**config.mk**
```make
export PLATFORM = sky130hd
export DESIGN_NAME = seg7_display_ctrl
export DESIGN_NICKNAME = d
export VERILOG_FILES = /design/src/rtl/seg7_display_ctrl.sv
export SDC_FILE = /design/constraint.sdc
export NUM_CORES = 1
export LEC_CHECK = 0
export ABC_AREA = 1
export CAP_MARGIN = 40
export CORE_AREA = 10 10 148 109
export DETAILED_ROUTE_END_ITERATION = 8
export DIE_AREA = 0 0 158 119
export GPL_TIMING_DRIVEN = 0
export PLACE_DENSITY = 0.8
export SYNTH_ARGS = -nofsm -noshare
export SYNTH_HDL_FRONTEND = slang
export SYNTH_SLANG_ARGS = --single-unit
```
**constraint.sdc**
```tcl
create_clock -name clk -period 2.9 [get_ports clk]
set_clock_uncertainty 0.15 [all_clocks]
set_input_delay 0.58 -clock clk [delete_from_list [all_inputs] [get_ports clk]]
set_output_delay 0.58 -clock clk [all_outputs]
set_load 0.01 [all_outputs]
```
**src/rtl/seg7_display_ctrl.sv**
```systemverilog
// rtl/seg7_display_ctrl.sv - debug value selector and 8-digit multiplexed 7-segment driver
//
// Purpose:
//   Selects one 32-bit CPU debug value by display_op, snapshots it once per
//   full scan, and shows it as 8 hex digits on a common-anode display.
//   Runs on the undivided board clock so the display stays live whatever
//   the CPU clock is doing.
//
// Ports:
//   clk              board clock
//   rst_n            synchronous active-low reset
//   display_op       content select (0 pc, 1 ram word, 2 cycles, 3 jumps,
//                    4 branches, 5 taken branches, 6 addr:data, 7 syscall)
//   ram_display_addr RAM word address being viewed
//   ram_data         RAM read data at ram_display_addr
//   pc               current PC
//   cycle_cnt        total cycle counter
//   jmp_cnt          unconditional jump counter
//   br_cnt           conditional branch counter
//   br_taken_cnt     taken conditional branch counter
//   syscall_val      syscall display register
//   an               digit enables, active low, an[0] = least significant digit
//   seg              segments {dp,g,f,e,d,c,b,a}, active low

module seg7_display_ctrl #(
    parameter int SCAN_DIV      = 100000,
    parameter bit BLANK_LEADING = 1'b1
) (
    input  logic        clk,
    input  logic        rst_n,
    input  logic [2:0]  display_op,
    input  logic [9:0]  ram_display_addr,
    input  logic [31:0] ram_data,
    input  logic [31:0] pc,
    input  logic [31:0] cycle_cnt,
    input  logic [31:0] jmp_cnt,
    input  logic [31:0] br_cnt,
    input  logic [31:0] br_taken_cnt,
    input  logic [31:0] syscall_val,
    output logic [7:0]  an,
    output logic [7:0]  seg
);

    localparam int             PW        = (SCAN_DIV > 1) ? $clog2(SCAN_DIV) : 1;
    localparam logic [PW-1:0]  PRESC_MAX = PW'(SCAN_DIV - 1);
    localparam logic [2:0]     OP_ADDR   = 3'b110;

    logic [PW-1:0] presc_q, presc_d;
    logic [2:0]    idx_q, idx_d;
    logic [31:0]   frame_q, frame_d;
    logic          frame_dp_q, frame_dp_d;
    logic [2:0]    op_q;
    logic [7:0]    an_q, an_d;
    logic [7:0]    seg_q, seg_d;

    logic [31:0]   sel_val;
    logic          op_change;
    logic          term_cnt;
    logic [31:0]   frame_shifted;
    logic [3:0]    cur_nibble;
    logic          cur_blank;

    // Active-low {g,f,e,d,c,b,a} patterns for one hex digit.
    function automatic logic [6:0] hex_to_seg(input logic [3:0] nib);
        logic [6:0] s;
        case (nib)
            4'h0:    s = 7'b1000000;
            4'h1:    s = 7'b1111001;
            4'h2:    s = 7'b0100100;
            4'h3:    s = 7'b0110000;
            4'h4:    s = 7'b0011001;
            4'h5:    s = 7'b0010010;
            4'h6:    s = 7'b0000010;
            4'h7:    s = 7'b1111000;
            4'h8:    s = 7'b0000000;
            4'h9:    s = 7'b0010000;
            4'hA:    s = 7'b0001000;
            4'hB:    s = 7'b0000011;
            4'hC:    s = 7'b1000110;
            4'hD:    s = 7'b0100001;
            4'hE:    s = 7'b0000110;
            default: s = 7'b0001110;
        endcase
        return s;
    endfunction

    always_comb begin
        sel_val = pc;
        case (display_op)
            3'b000:  sel_val = pc;
            3'b001:  sel_val = ram_data;
            3'b010:  sel_val = cycle_cnt;
            3'b011:  sel_val = jmp_cnt;
            3'b100:  sel_val = br_cnt;
            3'b101:  sel_val = br_taken_cnt;
            3'b110:  sel_val = {6'b0, ram_display_addr, ram_data[15:0]};
            default: sel_val = syscall_val;
        endcase
    end

    assign op_change = (display_op != op_q);
    assign term_cnt  = (presc_q == PRESC_MAX);

    // Scan state. The frame only reloads when a scan starts over, either at
    // the natural 7->0 wrap or when the operator picks a new source; that way
    // every digit of one scan comes from the same snapshot. A new op wins
    // over a coincident terminal count so the new value appears immediately.
    always_comb begin
        presc_d    = presc_q;
        idx_d      = idx_q;
        frame_d    = frame_q;
        frame_dp_d = frame_dp_q;
        if (op_change) begin
            presc_d    = '0;
            idx_d      = 3'd0;
            frame_d    = sel_val;
            frame_dp_d = (display_op == OP_ADDR);
        end else if (term_cnt) begin
            presc_d = '0;
            idx_d   = idx_q + 3'd1;
            if (idx_q == 3'd7) begin
                frame_d    = sel_val;
                frame_dp_d = (display_op == OP_ADDR);
            end
        end else begin
            presc_d = presc_q + PW'(1);
        end
    end

    // A digit is a leading zero when it and every more significant nibble
    // are zero; digit 0 always stays lit so a zero value still shows "0".
    always_comb begin
        frame_shifted = frame_q >> {idx_q, 2'b00};
        cur_nibble    = frame_shifted[3:0];
        cur_blank     = BLANK_LEADING && (idx_q != 3'd0) && (frame_shifted == 32'd0);
        an_d          = 8'hFF;
        seg_d         = 8'hFF;
        if (!cur_blank) begin
            an_d  = ~(8'd1 << idx_q);
            // The dp on digit 4 marks the addr/data split of op 110.
            seg_d = {~(frame_dp_q && (idx_q == 3'd4)), hex_to_seg(cur_nibble)};
        end
    end

    always_ff @(posedge clk) begin
        if (!rst_n) begin
            presc_q    <= '0;
            idx_q      <= 3'd0;
            frame_q    <= 32'd0;
            frame_dp_q <= 1'b0;
            op_q       <= 3'd0;
            an_q       <= 8'hFF;
            seg_q      <= 8'hFF;
        end else begin
            presc_q    <= presc_d;
            idx_q      <= idx_d;
            frame_q    <= frame_d;
            frame_dp_q <= frame_dp_d;
            op_q       <= display_op;
            an_q       <= an_d;
            seg_q      <= seg_d;
        end
    end

    assign an  = an_q;
    assign seg = seg_q;

endmodule
```
## Word-level counts from Yosys, hierarchy flattened

Memory sizes are Yosys's and may differ from the RTL's. A register that Yosys moved wholly into a read port is not among the register bits.
Index checks and enable logic that the tools add are counted.

| word-level totals | value |
|---|---|
| memories | 1 |
| output and inout port bits | 16 |
| bits in read-only memories | 112 |
| register bits | 72 |

Memory list:

| name | words | width | rd ports | clocked after Yosys merged registers in | wr ports | RTL line | text |
|---|---|---|---|---|---|---|---|
| (name not given) | 16 | 7 | 1 | 1 | 0 | 66 | `case (nib)` |

| cells by class | value |
|---|---|
| equality and inequality tests | 10 |
| reduce and logical (&&, ||, !) cells | 11 |
| mux-type cells | 7 |
| bitwise operators | 3 |
| shift operators | 2 |
| add/subtract/negate cells | 2 |

Operator list:

| cell | number |
|---|---|
| $pmux W32 S7 | 1 |
| $mux W32 | 3 |
| $logic_not A32 Y1 | 1 |
| $shr A32 B5 Y32 | 1 |
| $add A17 B1 Y17 const B | 1 |
| $eq A17 B17 Y1 const B | 1 |
| $eq A3 B3 Y1 const B | 5 |
| $not A8 Y8 | 1 |
| $shl A1 B3 Y8 const A | 1 |
| $eq A3 B2 Y1 const B | 2 |
| $reduce_bool A2 Y1 | 2 |
| $reduce_or A2 Y1 | 2 |
| $add A3 B1 Y3 const B | 1 |
| $eq A3 B1 Y1 const B | 1 |
| $logic_not A3 Y1 | 1 |
| $mux W1 | 3 |
| $ne A3 B3 Y1 | 1 |
| $reduce_bool A3 Y1 | 1 |
| $reduce_or A3 Y1 | 1 |
| $logic_and A1 B1 Y1 | 2 |
| $not A1 Y1 | 2 |
| $reduce_and A2 Y1 | 1 |

## Depth between registers and ports, before layout

| logic depth | value |
|---|---|
| depth in word-level cells | 5 |
| depth in mapped cells | 18 |
| depth with buffers taken out | 16 |

## Worst setup path after synthesis

Ideal clock, no wire load.

| path | value |
|---|---|
| kind | register -> register |
| from | register idx_q[0] |
| to | register an_q[3], in the netlist an[3] |
| clock period less this slack | 2306 ps |
| arrival | 2093 ps |
| cell stages (with the launch flop) | 19 |
| buffers on the path | 3 |
| slack | 594 ps |
| cell sequence | dfxtp_1 > inv_2 > buf_6 > buf_2 > nand2_1 > nand2_1 > nand2_1 > nand3_1 > nand2_1 > ha_1 > inv_1 > a21oi_1 > o21ai_0 > inv_1 > nand3_1 > nor2_1 > nand3_2 > buf_6 > nand3_1 |

| on the way | value |
|---|---|
| longest elaborated chain between the ends | 4 |
| elaborated cells between the ends (all ways) | 7 |
| those cells by class | 2 x shift; 1 x bitwise; 4 x reduce/logical |

Ends and longest elaborated chain:

| element | RTL line | text |
|---|---|---|
| start, declared | 49 | `logic [2:0] idx_q, idx_d;` |
| start signal, assigned | 156 | `idx_q <= idx_d;` |
| $shr A32 B5 Y32 | 133 | `frame_shifted = frame_q >> {idx_q, 2'b00};` |
| $logic_not A32 Y1 | 135 | `cur_blank = BLANK_LEADING && (idx_q != 3'd0) && (frame_shifted == 32'd0);` |
| $logic_and A1 B1 Y1 | 135 |  |
| $reduce_or A2 Y1 (no source line) | - |  |
| end signal, assigned | 160 | `an_q <= an_d;` |
| end, declared | 53 | `logic [7:0] an_q, an_d;` |

Parallel ways exist; a longest one is shown, timed or not.
A chain may end at the register's enable or synchronous reset.

## Worst setup path in the final report

| path | value |
|---|---|
| from | register idx_q[0] |
| to | register seg_q[5], in the netlist seg[5] |

| on the way | value |
|---|---|
| longest elaborated chain between the ends | 4 |
| elaborated cells between the ends (all ways) | 5 |
| those cells by class | 1 x shift; 4 x reduce/logical |

Ends and longest elaborated chain:

| element | RTL line | text |
|---|---|---|
| $shr A32 B5 Y32 | 133 |  |
| $logic_not A32 Y1 | 135 |  |
| $logic_and A1 B1 Y1 | 135 |  |
| $reduce_or A2 Y1 (no source line) | - |  |
| end, declared | 54 | `logic [7:0] seg_q, seg_d;` |

Parallel ways exist; a longest one is shown, timed or not.

==> flow_summary_export.csv <==
group,metric,value,unit
outcome,outcome,"finished clean",
setup_path,cp_data_required_time,3.02,ns
detailed_routing,wl,23600,µm
cells_and_area,nets,1481,
detailed_routing,wire_per_inst,16.8,µm
detailed_routing,ant_nets,0,
cells_and_area,drive_gt1_share,4.29,%
setup_path,path_max_fanout,10,
timing,setup_violations,0,
global_route,globalRouteTotalUtil,24.5,%
cts,cts.sinks,72,
detailed_routing,met3_wirelength,2360,µm
setup_path,path_class,"reg2reg",
detailed_routing,wl_met2,10400,µm
cts,cts_max_level,3,
cts,clock_latency,0.34,ns
cells_and_area,area_growth,53.7,%
placed_design,io_buffers,250,
run,drv_cap,0,
yosys,synthXorXnorAreaFrac,1.41,%
yosys,synth_top_area_cell,"dfxtp_1",
yosys,yosysMostFrequentCell,"nand2_1",
die,die_x,158,µm
setup_path,startpoint_type,"flip-flop",
cells_and_area,finalNonFillerCells,1405,
timing,final-max-slew-violation-count,0,
power_and_ir_drop,power_density,357,mW/mm²
timing,fin_ws,0.259,ns
cells_and_area,final_area,0.00857,mm²
setup_path,cp.arrival,2.76,ns
timing,hold_violations,0,
timing,rsz0062_at_grt,"false",
setup_path,endpoint_kind,"flip-flop",
placed_design,placed_cell_area,0.00829,mm²
die,io_pins,255,
cts,tritoncts,"built",
yosys,netlist_area,0.00558,mm²
detailed_routing,drt-initial-drc-count,576,
placed_design,detailedPlace.worstSlack,0.144,ns
timing,relSlewSlack,57.2,%
timing,layout_min_cycle_time,2.64,ns
yosys,ys_warn_count,0,
die,dieArea,0.0188,mm²
cells_and_area,fill_cells,1277,
setup_path,max_stage_delay,0.42,ns
die,coreArea,0.0135,mm²
detailed_routing,drt_pass1_iterations,6,
timing,fin_setup_tns,0,ns
placed_design,dp_hpwl,19600,µm
cts,cts_inserted_buffers,9,
timing,tightest_slew,0.642,ns
setup_path,path_cells,"buf_2 -> nand2_1 -> nand2_1 -> nand2_1 -> o21ai_1 -> nand2_1 -> nand2_1 -> ha_1 -> inv_1 -> a21oi_1 -> o21ai_0 -> inv_1 -> nand3_1 -> nor2_1 -> nand3_2 -> buf_6 -> nand3_1",
detailed_routing,top_layer,"met4",
yosys,ys_seq_area_share,25.8,%
yosys,ys_types,30,
global_route,grt_pass1_wl,37500,µm
global_route,overflow,0,
placed_design,place_inst,1390,
detailed_routing,vias,7257,
cts,clockBufferDepth,2,
power_and_ir_drop,peakVddDrop,0.233,mV
detailed_routing,wl_met1,10400,µm
yosys,synth.avg_cell_area,5.76,µm²
die,start_util,41.4,%
yosys,synth_ff_type,"dfxtp_1",
yosys,synth_fp_nets,1220,
detailed_routing,viasPerCell,5.17,
power_and_ir_drop,total_power,0.00306,W
yosys,synth-simple-area-share,40.5,%
timing,max_clock_freq,379,MHz
setup_path,cp_slowest_cell,"dfxtp_2",
setup_path,cpMostUsedCell,"nand2_1",
timing,fin_crit_sh,91.1,%
hold_path,hold_path_class,"reg2reg",
die,die_y,119,µm
cts,cts_root_buffer,"clkbuf_16",
yosys,ys_ff_latch,72,
detailed_routing,drc,0,
global_route,grt_max_degree,12,
placed_design,gp_congestion,0.964,
die,num_rows,36,
yosys,syn_inst,969,
yosys,synthMuxAreaShare,0,%
cells_and_area,num_antenna_cells,0,
yosys,synthTopCellsByArea,"dfxtp_1 (26%), nand2_1 (15%), nand3_1 (11%), nor2_1 (9.3%), inv_1 (7.7%)",
yosys,ys_top_cells_by_count,"nand2_1 (229), nor2_1 (138), nand3_1 (121)",
yosys,synthAdderAreaFrac,2.69,%
cts,path_clk_slew,0.06,ns
cts,cts_setup_buffers,0,
power_and_ir_drop,p_leak,3.89,nW
yosys,synth_top_family_by_area,"simple AND/OR/NAND/NOR gates",
global_route,grt_pass1_vias,7196,
yosys,synth_edf_count,0,
global_route,antenna_found_initial,0,
yosys,synthArstFlopShare,0,%
yosys,synth.top_cell.area_share,25.8,%
yosys,synth_compound_area_share,17.0,%
layout make-up:
cell class | instances | area (µm²) | area share [%]
inverter | 120 | 450 | 5.25
clock inverter | 4 | 20.0 | 0.233
multi-input combinational | 722 | 3440 | 40.1
tap | 171 | 214 | 2.50
buffer | 55 | 250 | 2.92
clock buffer | 11 | 253 | 2.95
sequential | 72 | 1440 | 16.8
timing repair buffer | 250 | 2500 | 29.2
critical path: cells and delay by family (launching register included):
kind / cells / cell delay (ns)
adders and majority gates: 1 / 0.20
AOI/OAI and AO/OA: 3 / 0.38
buffers and inverters: 4 / 0.55
and+or+nand+nor: 9 / 0.85
DFF: 1 / 0.42
per-stage QoR:
stage                     hold slack [ns]  util, %
after floorplan                     0.268        -
after global placement              0.280     61.6
after detailed placement            0.296     61.6
after CTS                           0.306     63.6
after global routing                0.337     63.7
final                               0.300     63.7
metal layers:
| layer | vias up | global-route usage [%] |
|---|---|---|
| met5 | - | 0 |
| met4 | 0 | 6.18 |
| met3 | 38 | 7.34 |
| met2 | 337 | 39.2 |
| met1 | 3211 | 31.6 |
| li1 | 3671 | - |
state kept, by name, indices dropped and copies added, names as in the netlist:
| name | count |
|---|---|
| frame_q | 32 |
| idx_q | 3 |
| seg | 8 |
| presc_q | 17 |
| op_q | 3 |
| an | 8 |
| frame_dp_q | 1 |
power by group:
group	leakage (nW)	switching [W]	total, W	internal, W
Clock	0.141	0.000399	0.00101	0.000613
Sequential	0.593	0.0000516	0.00111	0.00106
Combinational	3.16	0.000445	0.000940	0.000495
final timing paths:
kind | slack, ns | depth (start not counted) | startpoint | to
worst max-delay path | 0.26 | 17 | idx_q[0] | seg[5]
worst min-delay path | 0.30 | 1 | presc_q[0] | presc_q[0]
worst max register to register | 0.26 | 17 | idx_q[0] | seg[5]
worst min register to register | 0.30 | 1 | presc_q[0] | presc_q[0]
cells in the final DEF, fill, tap and decap left out, drive strengths merged:
cell type,n
a211oi,16
a21oi,47
a22o,10
buf,26
clkbuf,40
clkdlybuf4s50,250
clkinv,5
dfxtp,72
ha,12
inv,119
nand2,231
nand3,123
nand3b,3
nand4,22
nor2,139
nor3,12
o211ai,1
o21ai,80
o22ai,16
or2,1
xnor2,5
xor2,4
what timing repair did:
action | in CTS | in global routing
gates resized for setup | 0 | 7
endpoints found under the setup margin | 0 | 15
hold buffers | 0 | 0
cells by family after synthesis:
logic type / count (synthesis)
flops: 72
fa+ha+maj: 12
simple gates: 531
buf+inv: 175
compound gates: 170
xor+xnor: 9
(Power assumes the default switching activity.)
